File: src/rtl/ram_uart_tx_if.sv
// Bundle between the frame-buffer readback engine and its surroundings:
// start/status handshake, synchronous RAM read port and the serial line.
interface ram_uart_tx_if #(
    parameter int ADDR_W = 15
);
    logic              start;
    logic              rd_en;
    logic [ADDR_W-1:0] rd_addr;
    logic [15:0]       rd_data;
    logic              uart_tx;
    logic              busy;
    logic              done;

    modport master (
        output start, rd_data,
        input  rd_en, rd_addr, uart_tx, busy, done
    );

    modport slave (
        input  start, rd_data,
        output rd_en, rd_addr, uart_tx, busy, done
    );
endinterface

File: src/rtl/ram_uart_tx.sv
// Frame-buffer readback: reads NUM_WORDS RGB565 pixels from a latency-1 RAM
// and sends each as two 8N1 bytes (high byte first) on uart_tx.
module ram_uart_tx #(
    parameter int CLK_FREQ  = 50_000_000,
    parameter int BAUD      = 115200,
    parameter int NUM_WORDS = 32768,
    parameter int ADDR_W    = 15
) (
    input  logic           Clk,
    input  logic           Reset_n,
    ram_uart_tx_if.slave   bus
);
    localparam int BAUD_DIV = CLK_FREQ / BAUD;
    localparam int BW       = $clog2(BAUD_DIV + 1);

    localparam logic [BW-1:0]   BAUD_LAST = BW'(BAUD_DIV - 1);
    localparam logic [BW-1:0]   BAUD_TAIL = BW'(BAUD_DIV);
    localparam logic [ADDR_W:0] LAST_IDX  = (ADDR_W+1)'(NUM_WORDS - 1);

    typedef enum logic [2:0] {
        IDLE,
        READ,
        LOAD,
        TX_HI,
        TX_LO
    } state_t;

    state_t            state_reg;
    logic [BW-1:0]     baud_cnt_reg;
    logic [3:0]        bit_cnt_reg;
    logic [ADDR_W:0]   word_idx_reg;
    logic [7:0]        lo_byte_reg;
    logic [9:0]        shifter_reg;
    logic              uart_tx_reg;
    logic              busy_reg;
    logic              done_reg;
    logic              rd_en_reg;
    logic [ADDR_W-1:0] rd_addr_reg;

    logic              last_word;
    logic [BW-1:0]     baud_end;
    logic [ADDR_W:0]   word_idx_next;

    assign last_word     = (word_idx_reg == LAST_IDX);
    assign word_idx_next = word_idx_reg + (ADDR_W+1)'(1);

    // uart_tx is registered one cycle behind the bit counters, so the final
    // stop bit of the dump runs one extra cycle to let done coincide with
    // the stop bit actually finishing on the line.
    assign baud_end = (state_reg == TX_LO && bit_cnt_reg == 4'd9 && last_word)
                      ? BAUD_TAIL : BAUD_LAST;

    always_ff @(posedge Clk or negedge Reset_n) begin
        if (!Reset_n) begin
            state_reg    <= IDLE;
            baud_cnt_reg <= '0;
            bit_cnt_reg  <= '0;
            word_idx_reg <= '0;
            lo_byte_reg  <= '0;
            shifter_reg  <= '1;
            uart_tx_reg  <= 1'b1;
            busy_reg     <= 1'b0;
            done_reg     <= 1'b0;
            rd_en_reg    <= 1'b0;
            rd_addr_reg  <= '0;
        end else begin
            done_reg  <= 1'b0;
            rd_en_reg <= 1'b0;
            case (state_reg)
                IDLE: begin
                    uart_tx_reg <= 1'b1;
                    // done still high means the previous dump ended this cycle
                    if (bus.start && !done_reg) begin
                        state_reg    <= READ;
                        busy_reg     <= 1'b1;
                        word_idx_reg <= '0;
                        rd_addr_reg  <= '0;
                        rd_en_reg    <= 1'b1;
                        baud_cnt_reg <= '0;
                        bit_cnt_reg  <= '0;
                    end
                end
                READ: begin
                    uart_tx_reg <= 1'b1;
                    state_reg   <= LOAD;
                end
                LOAD: begin
                    uart_tx_reg <= 1'b1;
                    lo_byte_reg <= bus.rd_data[7:0];
                    shifter_reg <= {1'b1, bus.rd_data[15:8], 1'b0};
                    state_reg   <= TX_HI;
                end
                TX_HI, TX_LO: begin
                    uart_tx_reg <= shifter_reg[0];
                    if (baud_cnt_reg == baud_end) begin
                        baud_cnt_reg <= '0;
                        shifter_reg  <= {1'b1, shifter_reg[9:1]};
                        if (bit_cnt_reg == 4'd9) begin
                            bit_cnt_reg <= '0;
                            if (state_reg == TX_HI) begin
                                shifter_reg <= {1'b1, lo_byte_reg, 1'b0};
                                state_reg   <= TX_LO;
                            end else if (last_word) begin
                                state_reg <= IDLE;
                                busy_reg  <= 1'b0;
                                done_reg  <= 1'b1;
                            end else begin
                                word_idx_reg <= word_idx_next;
                                rd_addr_reg  <= word_idx_next[ADDR_W-1:0];
                                rd_en_reg    <= 1'b1;
                                state_reg    <= READ;
                            end
                        end else begin
                            bit_cnt_reg <= bit_cnt_reg + 4'd1;
                        end
                    end else begin
                        baud_cnt_reg <= baud_cnt_reg + BW'(1);
                    end
                end
                default: begin
                    state_reg   <= IDLE;
                    uart_tx_reg <= 1'b1;
                    busy_reg    <= 1'b0;
                end
            endcase
        end
    end

    assign bus.uart_tx = uart_tx_reg;
    assign bus.busy    = busy_reg;
    assign bus.done    = done_reg;
    assign bus.rd_en   = rd_en_reg;
    assign bus.rd_addr = rd_addr_reg;
endmodule

File: src/flat_wrapper.sv
// flat-port wrapper written by rule: the top's interface ports become plain ports
module ram_uart_tx_flat 
#(
    parameter int CLK_FREQ  = 50_000_000,
    parameter int BAUD      = 115200,
    parameter int NUM_WORDS = 32768,
    parameter int ADDR_W    = 15
)
  (Clk, Reset_n, bus_start, bus_rd_data, bus_rd_en, bus_rd_addr, bus_uart_tx, bus_busy, bus_done);
  ram_uart_tx_if #(.ADDR_W(ADDR_W)) bus_i ();
  input  logic Clk;
  input  logic Reset_n;
  input wire logic [$bits(bus_i.start)-1:0] bus_start;
  input wire logic [$bits(bus_i.rd_data)-1:0] bus_rd_data;
  output wire logic [$bits(bus_i.rd_en)-1:0] bus_rd_en;
  output wire logic [$bits(bus_i.rd_addr)-1:0] bus_rd_addr;
  output wire logic [$bits(bus_i.uart_tx)-1:0] bus_uart_tx;
  output wire logic [$bits(bus_i.busy)-1:0] bus_busy;
  output wire logic [$bits(bus_i.done)-1:0] bus_done;
  assign bus_i.start = bus_start;
  assign bus_i.rd_data = bus_rd_data;
  assign bus_rd_en = bus_i.rd_en;
  assign bus_rd_addr = bus_i.rd_addr;
  assign bus_uart_tx = bus_i.uart_tx;
  assign bus_busy = bus_i.busy;
  assign bus_done = bus_i.done;
  ram_uart_tx #(.CLK_FREQ(CLK_FREQ), .BAUD(BAUD), .NUM_WORDS(NUM_WORDS), .ADDR_W(ADDR_W)) u_core (.Clk(Clk), .Reset_n(Reset_n), .bus(bus_i));
endmodule
File: config.mk
export PLATFORM = sky130hd
export DESIGN_NAME = ram_uart_tx_flat
export DESIGN_NICKNAME = d
export VERILOG_FILES = /design/src/rtl/ram_uart_tx_if.sv /design/src/rtl/ram_uart_tx.sv /design/src/flat_wrapper.sv
export SDC_FILE = /design/constraint.sdc
export NUM_CORES = 1
export LEC_CHECK = 0
export ABC_AREA = 1
export CORE_AREA = 2 2 103 55
export DETAILED_ROUTE_END_ITERATION = 7
export DIE_AREA = 0 0 105 57
export PLACE_DENSITY = 0.83
export SYNTH_ARGS = -nofsm -noshare
export SYNTH_HDL_FRONTEND = slang
export SYNTH_SLANG_ARGS = --single-unit
File: constraint.sdc
create_clock -name Clk -period 2.92 [get_ports Clk]
set_clock_uncertainty 0.15 [all_clocks]
set_input_delay 0.292 -clock Clk [delete_from_list [all_inputs] [get_ports Clk]]
set_output_delay 0.292 -clock Clk [all_outputs]
set_load 0.01 [all_outputs]
Word level (Yosys, flattened, before mapping). Cells that the tools add are included.

$add $sub $neg: 3. Equality and inequality tests: 13. Multiplexer cells: 48. Bitwise operators: 1. Reduce and logical (&&, ||, !) cells: 15.

Operator list (number): 16-bit 2-to-1 mux (5); 15-bit 2-to-1 mux (5); 16-bit one-hot mux with 2 select lines (1); 15-bit one-hot mux with 2 select lines (1); 9-bit 2-to-1 mux (3); 10-bit 2-to-1 mux (2); 10-bit one-hot mux with 2 select lines (1); 9-bit one-hot mux with 2 select lines (1); 1-bit 2-to-1 mux (17); 16-bit by 1-bit adder with 16-bit output (second input constant) (1); 16-bit by 15-bit equality test with 1-bit output (second input constant) (1); 3-bit 2-to-1 mux (4); 4-bit 2-to-1 mux (3); 3-bit one-hot mux with 4 select lines (1); 6-bit AND reduction (2); 9-bit by 1-bit adder with 9-bit output (second input constant) (1); 9-bit equality test (1); 2-bit by 1-bit inequality test with 1-bit output (second input constant) (4); 4-bit one-hot mux with 2 select lines (1); 3-bit by 2-bit equality test with 1-bit output (second input constant) (2); 3-bit AND reduction (2); 4-bit by 1-bit adder with 4-bit output (second input constant) (1); 4-bit equality test (second input constant) (1); 2-bit inequality test (second input constant) (2); other kinds (12) (17).

Bits in registers: 69. Output and inout bits: 19. Word-level logic and storage cells: 91.

Depth between registers and ports, before layout.
Depth after elaboration: 7. Mapped depth: 12. Depth with buffers taken out: 12.

Worst setup path after synthesis. OpenSTA, ideal clock, no wires.

Path kind: register to register. From: register u_core.bit_cnt_reg[1]. To: register u_core.shifter_reg[7]. Arrival time: 1613 ps. Data required time: 2701 ps. Slack: 1088 ps. Stages on the path, launching flop included: 12. Period minus slack after synthesis: 1832 ps. Path through: dfrtp_1 -> inv_1 -> ha_1 -> nand3_1 -> nor2_2 -> nand3_1 -> nand2_1 -> nand3_2 -> o21ai_4 -> buf_6 -> nand2_2 -> o21ai_2.

Longest elaborated chain between the ends: 7. Elaborated cells on any way between the ends: 10. Those cells by class: 3 x eq/ne; 4 x mux; 3 x reduce/logical.

RTL lines: from (decl) (line ram_uart_tx.sv:30) `logic [3:0] bit_cnt_reg;`; from (signal assigned) (line ram_uart_tx.sv:114) `bit_cnt_reg <= bit_cnt_reg + 4'd1;`; 4-bit equality test * (line ram_uart_tx.sv:50, ram_uart_tx.sv:98); 1-bit logical AND (2 in a row) (line ram_uart_tx.sv:50) `assign baud_end = (state_reg == TX_LO && bit_cnt_reg == 4'd9 && last_word)`; 2-bit 2-to-1 mux (line ram_uart_tx.sv:51) `? BAUD_TAIL : BAUD_LAST;`; 9-bit equality test (line ram_uart_tx.sv:95) `if (baud_cnt_reg == baud_end) begin`; 2-bit by 1-bit inequality test with 1-bit output (no line); 2-bit AND reduction (no line); to (signal assigned) (line ram_uart_tx.sv:90) `shifter_reg <= {1'b1, bus.rd_data[15:8], 1'b0};`; to (signal assigned) (line ram_uart_tx.sv:97) `shifter_reg <= {1'b1, shifter_reg[9:1]};`; to (signal assigned) (line ram_uart_tx.sv:101) `shifter_reg <= {1'b1, lo_byte_reg, 1'b0};`; to (decl) (line ram_uart_tx.sv:33) `logic [9:0] shifter_reg;`.

Mark *: on every way between the ends. The rest lies on a longest branch, timed or not. The select of a mux whose other input is x is not followed. A chain may end at the register's enable or synchronous reset.

Worst setup path after layout.
From: register u_core.word_idx_reg[0]. To: register u_core.word_idx_reg[5].

Longest elaborated chain between the ends: 6. Elaborated cells on any way between the ends: 13. Those cells by class: 1 x add/sub; 4 x eq/ne; 6 x mux; 2 x reduce/logical.

RTL lines: from (decl) (line ram_uart_tx.sv:31) `logic [ADDR_W:0] word_idx_reg;`; from (signal assigned) (line ram_uart_tx.sv:108) `word_idx_reg <= word_idx_next;`; 16-bit by 1-bit adder with 16-bit output or 16-bit by 15-bit equality test with 1-bit output (tied branches) (line ram_uart_tx.sv:45, ram_uart_tx.sv:44); 16-bit 2-to-1 mux or 1-bit logical AND (tied branches) (line ram_uart_tx.sv:103, ram_uart_tx.sv:50); 16-bit 2-to-1 mux or 2-bit 2-to-1 mux (tied branches) (line ram_uart_tx.sv:100, ram_uart_tx.sv:51); 16-bit 2-to-1 mux or 9-bit equality test (tied branches) (line ram_uart_tx.sv:98, ram_uart_tx.sv:95); 16-bit 2-to-1 mux or 2-bit by 1-bit inequality test with 1-bit output (tied branches); 16-bit one-hot mux with 2 select lines or 6-bit AND reduction (tied branches).

Parallel ways exist; a longest one is shown, timed or not. The select of a mux whose other input is x is not followed.

==> run_results.csv <==
group,metric,value,unit
sta,hold_viol,0,
finish,drive_above_1_share,12.5,%
logic_synthesis,synthesis.area,2930,um2
logic_synthesis,synth-edff-count,0,
finish,largest_register_ffs,16,
cts,cts_setup_buffers,0,
cts,insertion_delay,0.32,ns
place,gp_congestion,0.871,
logic_synthesis,synthFlopType,"dfrtp_1",
floorplan,fp.dieW,105,um
logic_synthesis,synth-seq-cells,53,
hold_path,hp-class,"input pin to async pin",
floorplan,die_area,5990,um2
logic_synthesis,netlist_top_cells_count,"74 x nand2_1, 43 x dfrtp_1, 43 x inv_1",
critical_path,worstPathArrival,2.51,ns
logic_synthesis,synth_most_common_cell,"nand2_1",
cts,cts_max_path_buffers,2,
sta,fin_setup_tns,0,ns
route,ant_nets,0,
sta,min_period_over_period,83.0,%
logic_synthesis,yosysWarnings,0,
logic_synthesis,yosysTopAreaCell,"dfrtp_1",
cts,cts.sinks,53,
place,port_buffers,37,
power,p_leak,0.00148,uW
cts,clk_pin_slew,0.11,ns
logic_synthesis,ys_types,32,
route,post-route-drc-count,0,
floorplan,rows,19,
cts,cts_hold_buf,1,
floorplan,boundaryPins,38,
cts,cts.root.buffer_cell,"clkbuf_8",
global_route,grt_pass1_vias,2242,
sta,setup_slack,0.497,ns
global_route,grt_first_pass_wirelength,10.5,mm
critical_path,cp-end-kind,"flip-flop",
route,drt_pre_antenna_iters,4,
cts,cts_max_level,2,
global_route,grt_usage,22.5,%
cts,cts_tree,"done",
cts,cts-buffers-inserted,5,
power,p_per_area,372,nW/um2
floorplan,core,5180,um2
logic_synthesis,synth.net_count,379,
sta,fmax,413,MHz
sta,rsz0062_at_grt,"no",
place,dpl_worst_slack,0.562,ns
place,dp_cells,447,
floorplan,die_h,57,um
global_route,antenna_found_initial,0,
sta,finalSetupViolCount,0,
route,drtIter0Drc,183,
finish,layout.nets,405,
cts,cts_resized,0,
run,cap_violations,0,
route,vias,2399,
power,ir_drop,0.238,mV
route,wl_per_cell,13.4,um
finish,diodes,0,
finish,areaGrowthSynthToFinish,14.7,%
finish,instances_no_fill,456,
logic_synthesis,postSynthCellCount,356,
global_route,grt_max_degree,26,
logic_synthesis,synthArstFlopShare,100,%
global_route,grt_overflow_total,0,
critical_path,crit_path_max_fanout,16,
sta,worst_pin_slew,0.630,ns
outcome,outcome,"completed",
logic_synthesis,syn_avg_cell_area,8.22,um2
place,hpwl,4.64,mm
logic_synthesis,synth_top_area_share,36.8,%
sta,hold_slack,0.235,ns
floorplan,start_util,56.4,%
critical_path,criticalPathCategory,"flip-flop to flip-flop",
sta,period_minus_slack,2.42,ns
critical_path,start_kind,"flip-flop",
logic_synthesis,synthTopCellsByArea,"dfrtp_1 37%, nand2_1 9.5%, dfstp_2 9.0%",
route,post_drt_via_cell_ratio,5.26,
critical_path,cp.required,3.01,ns
sta,drv_slew,0,
route,drt-total-wl,6.12,mm
sta,slew_headroom,58.0,%
logic_synthesis,synth-seq-area-share,45.8,%
-- metrics by stage --
| stage | utilization (%) | power, uW | instance area, um2 |
|---|---|---|---|
| 6_report | 64.8 | 1250 | 3360 |
| 5_1_grt | 64.8 | 1290 | 3360 |
| 4_1_cts | 64.8 | 1260 | 3360 |
| 3_5_place_dp | 62.7 | 827 | 3250 |
| 3_3_place_gp | 62.7 | 826 | 3250 |
| 2_1_floorplan | - | 783 | 2930 |
-- logic make-up after synthesis --
group | after synthesis | synth area share, %
buf+inv | 68 | 11.1
compound gates | 57 | 11.0
mux | 8 | 3.08
fa+ha+maj | 4 | 1.71
xor+xnor | 16 | 4.79
simple gates | 150 | 22.5
flops | 53 | 45.8
-- final cells by class --
class	count	area, um2
clock inverter	3	25.0
timing repair buffer	41	398
clock buffer	5	68.8
inverter	46	173
multi-input combinational	235	1260
fill	463	1830
tap	73	91.3
sequential	53	1340
-- report_power, final --
| group | total (uW) | internal, uW | switching, uW |
|---|---|---|---|
| Combinational | 59.7 | 32.6 | 27.0 |
| Sequential | 753 | 749 | 3.74 |
| Clock | 435 | 174 | 262 |
-- per-layer routing --
layer,GRT usage [%],wire length [um],part of all wire (%)
met1,33.4,3030,49
met2,33.1,2560,42
met3,4.34,445,7.3
met4,8.38,86,1.4
met5,0,0,0
-- worst paths after layout --
path	depth (start not counted)	slack (ns)	startpoint	end
max	10	0.50	u_core.word_idx_reg[0]	u_core.word_idx_reg[5]
min	2	0.24	Reset_n	u_core.lo_byte_reg[4]
max reg2reg	10	0.50	u_core.word_idx_reg[0]	u_core.word_idx_reg[5]
min reg2reg	2	0.34	u_core.shifter_reg[0]	u_core.bus.uart_tx
max in group asynchronous	3	1.72	Reset_n	u_core.bus.uart_tx
min in group Clk	2	0.34	u_core.shifter_reg[0]	u_core.bus.uart_tx
-- worst max-delay path, cell delays in order (launching register included) --
cell,delay (ns)
dfrtp_1,0.44
ha_1,0.25
nand2_1,0.10
nor2_1,0.04
nand2_1,0.17
nor2_1,0.09
inv_1,0.09
nand4_1,0.11
nand2_2,0.29
nand2_1,0.35
o21ai_0,0.25
-- cells in the final DEF (no fill, tap or decap), types with 2 or more instances in the layout --
| cell | count |
|---|---|
| clkbuf_8 | 5 |
| nor2_2 | 2 |
| nor3_2 | 2 |
| xor2_1 | 14 |
| nand2_2 | 4 |
| clkdlybuf4s50_1 | 36 |
| dfstp_2 | 10 |
| o21ai_1 | 3 |
| xnor2_1 | 2 |
| o21ai_0 | 30 |
| nand4_1 | 7 |
| nor3_1 | 5 |
| nor2_1 | 33 |
| buf_4 | 3 |
| a21oi_1 | 8 |
| nand2_1 | 74 |
| nand3_1 | 19 |
| inv_2 | 3 |
| inv_1 | 43 |
| ha_1 | 4 |
| dfrtp_1 | 43 |
| o22ai_1 | 10 |
| o21ai_2 | 2 |
| mux2_2 | 8 |
| or2_2 | 2 |
(Power assumes the default switching activity.)
